==> src/rtl/adc_req_arbiter.sv <==
// Round-robin arbiter sharing one ADC conversion engine between two SPI front-ends.
// Adds mux settling on channel change, times out a missing done, routes result to the owner.
module adc_req_arbiter #(
  parameter int CHAN_W         = 3,
  parameter int DATA_W         = 12,
  parameter int SETTLE_CYCLES  = 36,
  parameter int TIMEOUT_CYCLES = 1024
) (
  input  logic              clk,
  input  logic              rst,
  input  logic              req0_valid,
  input  logic [CHAN_W-1:0] req0_chan,
  output logic              req0_ready,
  output logic              rsp0_valid,
  input  logic              req1_valid,
  input  logic [CHAN_W-1:0] req1_chan,
  output logic              req1_ready,
  output logic              rsp1_valid,
  output logic [DATA_W-1:0] rsp_data,
  output logic              rsp_err,
  output logic [CHAN_W-1:0] adc_chan,
  output logic              adc_start,
  input  logic              adc_done,
  input  logic [DATA_W-1:0] adc_data,
  output logic              busy
);

  localparam int CNT_MAX = (SETTLE_CYCLES > TIMEOUT_CYCLES) ? SETTLE_CYCLES : TIMEOUT_CYCLES;
  localparam int CNT_W   = $clog2(CNT_MAX + 1);

  typedef enum logic [2:0] {IDLE, SETTLE, START, WAIT, RESP} state_t;

  state_t              state_reg, state_next;
  logic                ptr_reg;
  logic                owner_reg;
  logic [CHAN_W-1:0]   adc_chan_reg;
  logic [CHAN_W-1:0]   last_chan_reg;
  logic                last_chan_valid_reg;
  logic [CNT_W-1:0]    cnt_reg;
  logic [DATA_W-1:0]   rsp_data_reg;
  logic                rsp_err_reg;

  logic                grant;
  logic                accept;
  logic [CHAN_W-1:0]   req_chan;
  logic                chan_change;
  logic                settle_last;
  logic                timeout_hit;

  // Pointer only breaks ties; a lone requester is always granted.
  always_comb begin
    grant = 1'b0;
    if (req0_valid && req1_valid) grant = ptr_reg;
    else if (req1_valid)          grant = 1'b1;
    accept      = (state_reg == IDLE) && (req0_valid || req1_valid);
    req_chan    = grant ? req1_chan : req0_chan;
    chan_change = !last_chan_valid_reg || (req_chan != last_chan_reg);
    settle_last = (cnt_reg == CNT_W'(1));
    timeout_hit = (cnt_reg == CNT_W'(TIMEOUT_CYCLES - 1));
  end

  always_ff @(posedge clk or posedge rst) begin
    if (rst) state_reg <= IDLE;
    else     state_reg <= state_next;
  end

  always_comb begin
    state_next = state_reg;
    case (state_reg)
      IDLE:    if (accept) state_next = chan_change ? SETTLE : START;
      SETTLE:  if (settle_last) state_next = START;
      START:   state_next = WAIT;
      WAIT:    if (adc_done || timeout_hit) state_next = RESP;
      RESP:    state_next = IDLE;
      default: state_next = IDLE;
    endcase
  end

  always_comb begin
    req0_ready = accept && !grant;
    req1_ready = accept && grant;
    adc_start  = (state_reg == START);
    rsp0_valid = (state_reg == RESP) && !owner_reg;
    rsp1_valid = (state_reg == RESP) && owner_reg;
    busy       = (state_reg != IDLE);
    adc_chan   = adc_chan_reg;
    rsp_data   = rsp_data_reg;
    rsp_err    = rsp_err_reg;
  end

  // One counter serves both the settle countdown and the done timeout.
  always_ff @(posedge clk or posedge rst) begin
    if (rst) begin
      ptr_reg             <= 1'b0;
      owner_reg           <= 1'b0;
      adc_chan_reg        <= '0;
      last_chan_reg       <= '0;
      last_chan_valid_reg <= 1'b0;
      cnt_reg             <= '0;
      rsp_data_reg        <= '0;
      rsp_err_reg         <= 1'b0;
    end else begin
      case (state_reg)
        IDLE: begin
          if (accept) begin
            owner_reg    <= grant;
            adc_chan_reg <= req_chan;
            cnt_reg      <= CNT_W'(SETTLE_CYCLES);
          end
        end
        SETTLE: cnt_reg <= cnt_reg - CNT_W'(1);
        START: begin
          last_chan_reg       <= adc_chan_reg;
          last_chan_valid_reg <= 1'b1;
          cnt_reg             <= '0;
        end
        WAIT: begin
          if (adc_done) begin
            rsp_data_reg <= adc_data;
            rsp_err_reg  <= 1'b0;
          end else if (timeout_hit) begin
            // The mux state is unknown after a lost conversion, so force a fresh settle.
            rsp_data_reg        <= '0;
            rsp_err_reg         <= 1'b1;
            last_chan_valid_reg <= 1'b0;
          end else begin
            cnt_reg <= cnt_reg + CNT_W'(1);
          end
        end
        RESP: ptr_reg <= ~owner_reg;
        default: ;
      endcase
    end
  end

endmodule

==> config.mk <==
export PLATFORM = sky130hd
export DESIGN_NAME = adc_req_arbiter
export DESIGN_NICKNAME = d
export VERILOG_FILES = /design/src/rtl/adc_req_arbiter.sv
export SDC_FILE = /design/constraint.sdc
export NUM_CORES = 1
export LEC_CHECK = 0
export CORE_UTILIZATION = 55
export DETAILED_ROUTE_END_ITERATION = 6
export PLACE_DENSITY = 0.87
export SLEW_MARGIN = 20
export SYNTH_ARGS = -nofsm -noshare
export SYNTH_HDL_FRONTEND = slang
export SYNTH_SLANG_ARGS = --single-unit
==> constraint.sdc <==
create_clock -name clk -period 3.07 [get_ports clk]
set_input_delay 0.7675 -clock clk [delete_from_list [all_inputs] [get_ports clk]]
set_output_delay 0.7675 -clock clk [all_outputs]
set_load 0.05 [all_outputs]
After elaboration in Yosys (flattened, before gate mapping)
Cells that the tools add are included.

Add/sub/neg operators: 2. Equal/unequal tests: 13. Multiplexer cells: 19. Bitwise gates (word level): 1. Reduce and logical (&&, ||, !) cells: 22.

Operators with widths (number): case mux 11 bit (4 select lines) (1); 2-to-1 mux 11 bit (3); 2-to-1 mux 12 bit (2); 2-to-1 mux 3 bit (4); != test 2 bit (second input constant) (6); case mux 3 bit (4 select lines) (1); adder 11 x 1 -> 11 bit (second input constant) (1); == test 11 x 1 -> 1 bit (second input constant) (1); == test 11 x 10 -> 1 bit (second input constant) (1); subtractor 11 x 1 -> 11 bit (second input constant) (1); == test 3 x 2 -> 1 bit (second input constant) (2); logical AND 1 bit (6); 2-to-1 mux 1 bit (6); AND reduction 3 bit (2); AND reduction 2 bit (2); AND reduction 4 bit (1); nonzero test 2 bit (2); nonzero test 4 bit (1); == test 3 x 1 -> 1 bit (second input constant) (1); == test 3 bit (second input constant) (1); logical NOT 1 bit (3); logical NOT 3 bit (1); logical OR 1 bit (3); != test 3 bit (1); 4 further kinds (4).

Flip-flop bits (word level): 36. Input bits: 23. Output and inout port bits: 22. Word-level logic and storage cells: 66.

Longest topological paths before layout
Gate-level depths: netlist of run 1.

Depth after elaboration: 8. Depth in mapped cells: 8. Gate-level depth less buffers: 7.

Worst setup path after synthesis of run 1
Ideal clock, no wire load.

Kind: input to output. From: input req1_valid. To: output req0_ready. Data arrival time: 1.888 ns. Required time: 2.303 ns. Path slack: 0.414 ns. Stages on the path: 4. Path buffers: 0. Path through: nor2_1 > nor2_1 > nand2_1 > a21oi_1.

Longest elaborated chain between the ends: 4. Elaborated cells on any way between the ends: 7. Those cells by class: 2 x mux; 5 x reduce/logical.

Ends and longest elaborated chain: start: declaration (RTL line 15) `input logic req1_valid,`; 2-to-1 mux 1 bit / logical AND 1 bit (equally long branches) (RTL line 54, 53); 2-to-1 mux 1 bit (RTL line 53) `if (req0_valid && req1_valid) grant = ptr_reg;`; logical NOT 1 bit (RTL line 80) `req0_ready = accept && !grant;`; logical AND 1 bit * (RTL line 80); end: declaration (RTL line 13) `output logic req0_ready,`.

Every way passes the cells marked *; elsewhere a longest branch is shown, timed or not.

Worst setup path in the final report of run 1
From: register state_reg[1]. To: output rsp1_valid.

Longest elaborated chain between the ends: 2.

Ends and longest elaborated chain: start: declaration (RTL line 33) `state_t state_reg, state_next;`; start signal: assignment (RTL line 64) `else state_reg <= state_next;`; == test 3 bit (RTL line 84) `rsp1_valid = (state_reg == RESP) && owner_reg;`; logical AND 1 bit (RTL line 84); end: declaration (RTL line 18) `output logic rsp1_valid,`.

No other way between the ends.

==> results.sh, run 1 <==
export IMPL_status="complete, no violations"
export IMPL_hold_buffers=0
export IMPL_grt_pass1_vias=1928
export IMPL_routed_via_density=6.08
export IMPL_ctsResizeCount=0
export IMPL_critical_path_end_type="primary output"
export IMPL_worst_path_clk_slew_ns=0.07
export IMPL_postRouteWirelength_um=5170
export IMPL_cts_buffers_inserted=5
export IMPL_setup_violations_final=0
export IMPL_largest_reg_flops=12
export IMPL_finalCriticalPeriod_ns=2.86
export IMPL_max_clock_path_buffers=2
export IMPL_worst_setup_path_class="reg -> out"
export IMPL_number_of_input_and_output_port_buffers_inserted=44
export IMPL_grtUsageMet3_pct=5.99
export IMPL_worst_hold_startpoint="last_chan_valid_reg"
export IMPL_synthesized_area_um2=2160
export IMPL_layout_filler_cells=262
export IMPL_setup_tns_ns=0
export IMPL_grt_residual_overflow=0
export IMPL_post_synth_num_cell_types=57
export IMPL_post_route_period_util_pct=93.1
export IMPL_numPlacedInstances=319
export IMPL_setup_worst_path_start="state_reg[1]"
export IMPL_number_of_vias_in_the_routed_layout=1987
export IMPL_synthesis_area_per_instance_um2=9.11
export IMPL_setup_ws_ns=0.211
export IMPL_first_pass_grt_wire_length_um=8820
export IMPL_path_max_fanout=16
export IMPL_drive_above_1_share_pct=10.4
export IMPL_powerDensity_nw_per_um2=1130
export IMPL_floorplan_core_area_um2=3720
export IMPL_ys_ff_latch=36
export IMPL_fmax_ghz=0.350
export IMPL_p_leak_nw=1.17
export IMPL_post_layout_nonfiller_instances=327
export IMPL_drtPass1Iterations=4
export IMPL_syn_nets=263
export IMPL_min_delay_path_depth=1
export IMPL_detailed_place_hpwl_um=3680
export IMPL_maxCapViolCount=0
export IMPL_timing_hold_violations_final=0
export IMPL_worst_ep_arrival_time_ns=2.09
export IMPL_detailed_place_area_um2=2640
export IMPL_ys_dominant_reg_cell="sky130_fd_sc_hd__dfrtp_1"
export IMPL_preCtsSetupSlack_ns=0.242
export IMPL_initial_core_util_pct=58.1
export IMPL_cts_post_setup_buffers_inserted=0
export IMPL_cts_num_sinks=36
export IMPL_critical_path_rt_ns=2.30
export IMPL_routability_congestion_estimate_from_global_placement=0.889
export IMPL_nets=304
export IMPL_fraction_of_met1_tracks_used_by_global_routing_pct=37.4
export IMPL_grt_setup_unrepaired="no"
export IMPL_grt_antenna_before_repair=0
export IMPL_globalRoute_busiestLayer="met2"
export IMPL_detailedRoute_firstIterationViolations=212
export IMPL_route_detailed_drc=0
export IMPL_n_diodes=0
export IMPL_cts_max_level=2
export IMPL_design_die_area_um2=4180
export IMPL_synthesis_yosys_warnings=0
export IMPL_critPathLaunchType="register"
export IMPL_fin_area_um2=2750
export IMPL_ioPinCount=45
export IMPL_grt_usage_pct=27.4
export IMPL_vdd_drop_max_uv=835
export IMPL_hold_path_class="reg -> reg"
export IMPL_cts_tree="yes"
export IMPL_fin_worst_skew_ns=0.00493
export IMPL_die_h_um=64.7
export IMPL_grt_max_degree=37
export IMPL_reg2regPathDepth=6
export IMPL_area_delta_synth_final_pct=27.5
export IMPL_chipWidth_um=64.7
export IMPL_tightestPinTransition_ns=0.774
export IMPL_count_of_flip_flops_with_a_built_in_enable_after_synthesis=0
export IMPL_clk_insertion_delay_late_ns=0.29
export IMPL_pins_over_slew_limit=0
export IMPL_regToRegStartpoint="cnt_reg[0]"
export IMPL_async_reset_ff_share_pct=100
export IMPL_fp_row_count=22
export IMPL_syn_instance_count=237
export IMPL_synth_yosys_seq_area_share_pct=41.7
export IMPL_final_antenna_net_count=0
export IMPL_slew_limit_headroom_pct=48.3
export IMPL_routedWlPerCell_um=15.8
export IMPL_globalRouteMet2Util_pct=42.9
export IMPL_cts_root_buffer="sky130_fd_sc_hd__clkbuf_8"
[critical path, stage by stage, from the launching register on]
cell                              delay (ns)
sky130_fd_sc_hd__dfrtp_1                0.55
sky130_fd_sc_hd__nor2_1                 0.24
sky130_fd_sc_hd__and3_1                 0.20
sky130_fd_sc_hd__clkdlybuf4s50_1        0.81
[final cells by class]
cell class,count,area [µm²],area share (%)
tap,48,60.1,2.18
clock inverter,3,42.5,1.54
clock buffer,5,68.8,2.50
inverter,9,33.8,1.23
sequential,36,901,32.7
multi-input combinational,174,1130,40.9
timing repair buffer,52,520,18.9
[cell usage after synthesis, drive strengths merged, types with 2 or more instances]
| master | count | share of area (%) |
|---|---|---|
| dfrtp | 36 | 42 |
| o21ai | 25 | 5.8 |
| a21oi | 17 | 3.9 |
| nand2 | 16 | 2.8 |
| nor2 | 16 | 2.8 |
| a22o | 12 | 4.9 |
| clkbuf | 11 | 1.9 |
| inv | 9 | 1.6 |
| buf | 7 | 2.6 |
| nor3 | 7 | 1.9 |
| nand3 | 6 | 2.0 |
| nand4 | 5 | 1.4 |
| xnor2 | 5 | 2.0 |
| and2 | 4 | 1.2 |
| nor4 | 4 | 1.2 |
| a21o | 3 | 1.0 |
| and4 | 3 | 1.3 |
| ha | 3 | 1.7 |
| mux2i | 3 | 1.4 |
| or4 | 3 | 1.1 |
| a211oi | 2 | 0.70 |
| a311oi | 2 | 0.81 |
| a31oi | 2 | 0.58 |
| and3 | 2 | 0.58 |
| mux2 | 2 | 1.0 |
| nand2b | 2 | 0.58 |
| nor2b | 2 | 0.58 |
| nor3b | 2 | 0.93 |
| o22ai | 2 | 0.58 |
| o31a | 2 | 0.81 |
| o31ai | 2 | 0.70 |
| o41ai | 2 | 0.81 |
| xor2 | 2 | 0.81 |
[placed cells by master, fill, tap and decap left out, types with 6 or more instances in the layout]
cell / netlist / final
sky130_fd_sc_hd__a21oi_1: 17 / 17
sky130_fd_sc_hd__a22o_1: 12 / 12
sky130_fd_sc_hd__buf_4: 1 / 8
sky130_fd_sc_hd__clkdlybuf4s50_1: 0 / 42
sky130_fd_sc_hd__dfrtp_1: 36 / 36
sky130_fd_sc_hd__inv_1: 9 / 9
sky130_fd_sc_hd__nand2_1: 16 / 16
sky130_fd_sc_hd__nor2_1: 16 / 16
sky130_fd_sc_hd__nor3_1: 6 / 6
sky130_fd_sc_hd__o21ai_0: 24 / 24
[path summary, 6_finish.rpt]
kind	endpoint	slack, ns
hold / removal	last_chan_valid_reg	0.48
setup reg to reg	cnt_reg[7]	0.67
hold reg to reg	last_chan_valid_reg	0.48
setup / recovery	rsp1_valid	0.21
max in group asynchronous	cnt_reg[6]	1.89
min in group asynchronous	adc_chan[2]	0.87
[per-stage QoR]
stage                     hold slack, ns  power (mW)  utilization (%)
after floorplan                    0.449        2.18                -
after global placement             0.466        2.64             71.1
after detailed placement           0.472        2.68             71.1
after CTS                          0.488        3.10             74.1
after global routing               0.505        3.32             74.1
final                              0.484        3.11             74.1
[logic make-up (layout without fill, tap and decap cells)]
group	Yosys count	after routing	synth area share, %
AOI/OAI and AO/OA	80	80	24.2
xor gates and xnor gates	7	7	2.84
adders and majority gates	3	3	1.74
buffers and inverters	27	69	6.08
DFF	36	36	41.7
muxes	5	5	2.43
and+or+nand+nor	79	79	21.0
[metal layers]
metal / wire (µm) / part of all wire (%)
met4: 59 / 1.1
met5: 0 / 0
met1: 2360 / 46
met3: 340 / 6.6
met2: 2410 / 47
[power breakdown]
| part | internal [mW] | switching (mW) | total [mW] |
|---|---|---|---|
| clock network | 0.240 | 0.169 | 0.409 |
| logic | 0.679 | 1.03 | 1.71 |
| registers | 0.683 | 0.307 | 0.990 |
| total | 1.60 | 1.51 | 3.11 |
No activity file was read; power rests on OpenSTA's default activity.
==> run 2: changes to the inputs <==
Settings changed: SKIP_CTS_REPAIR_TIMING from default to 1.
==> results of run 2 <==
Same layout as run 1: the final DEF is identical, and so are final timing and power.
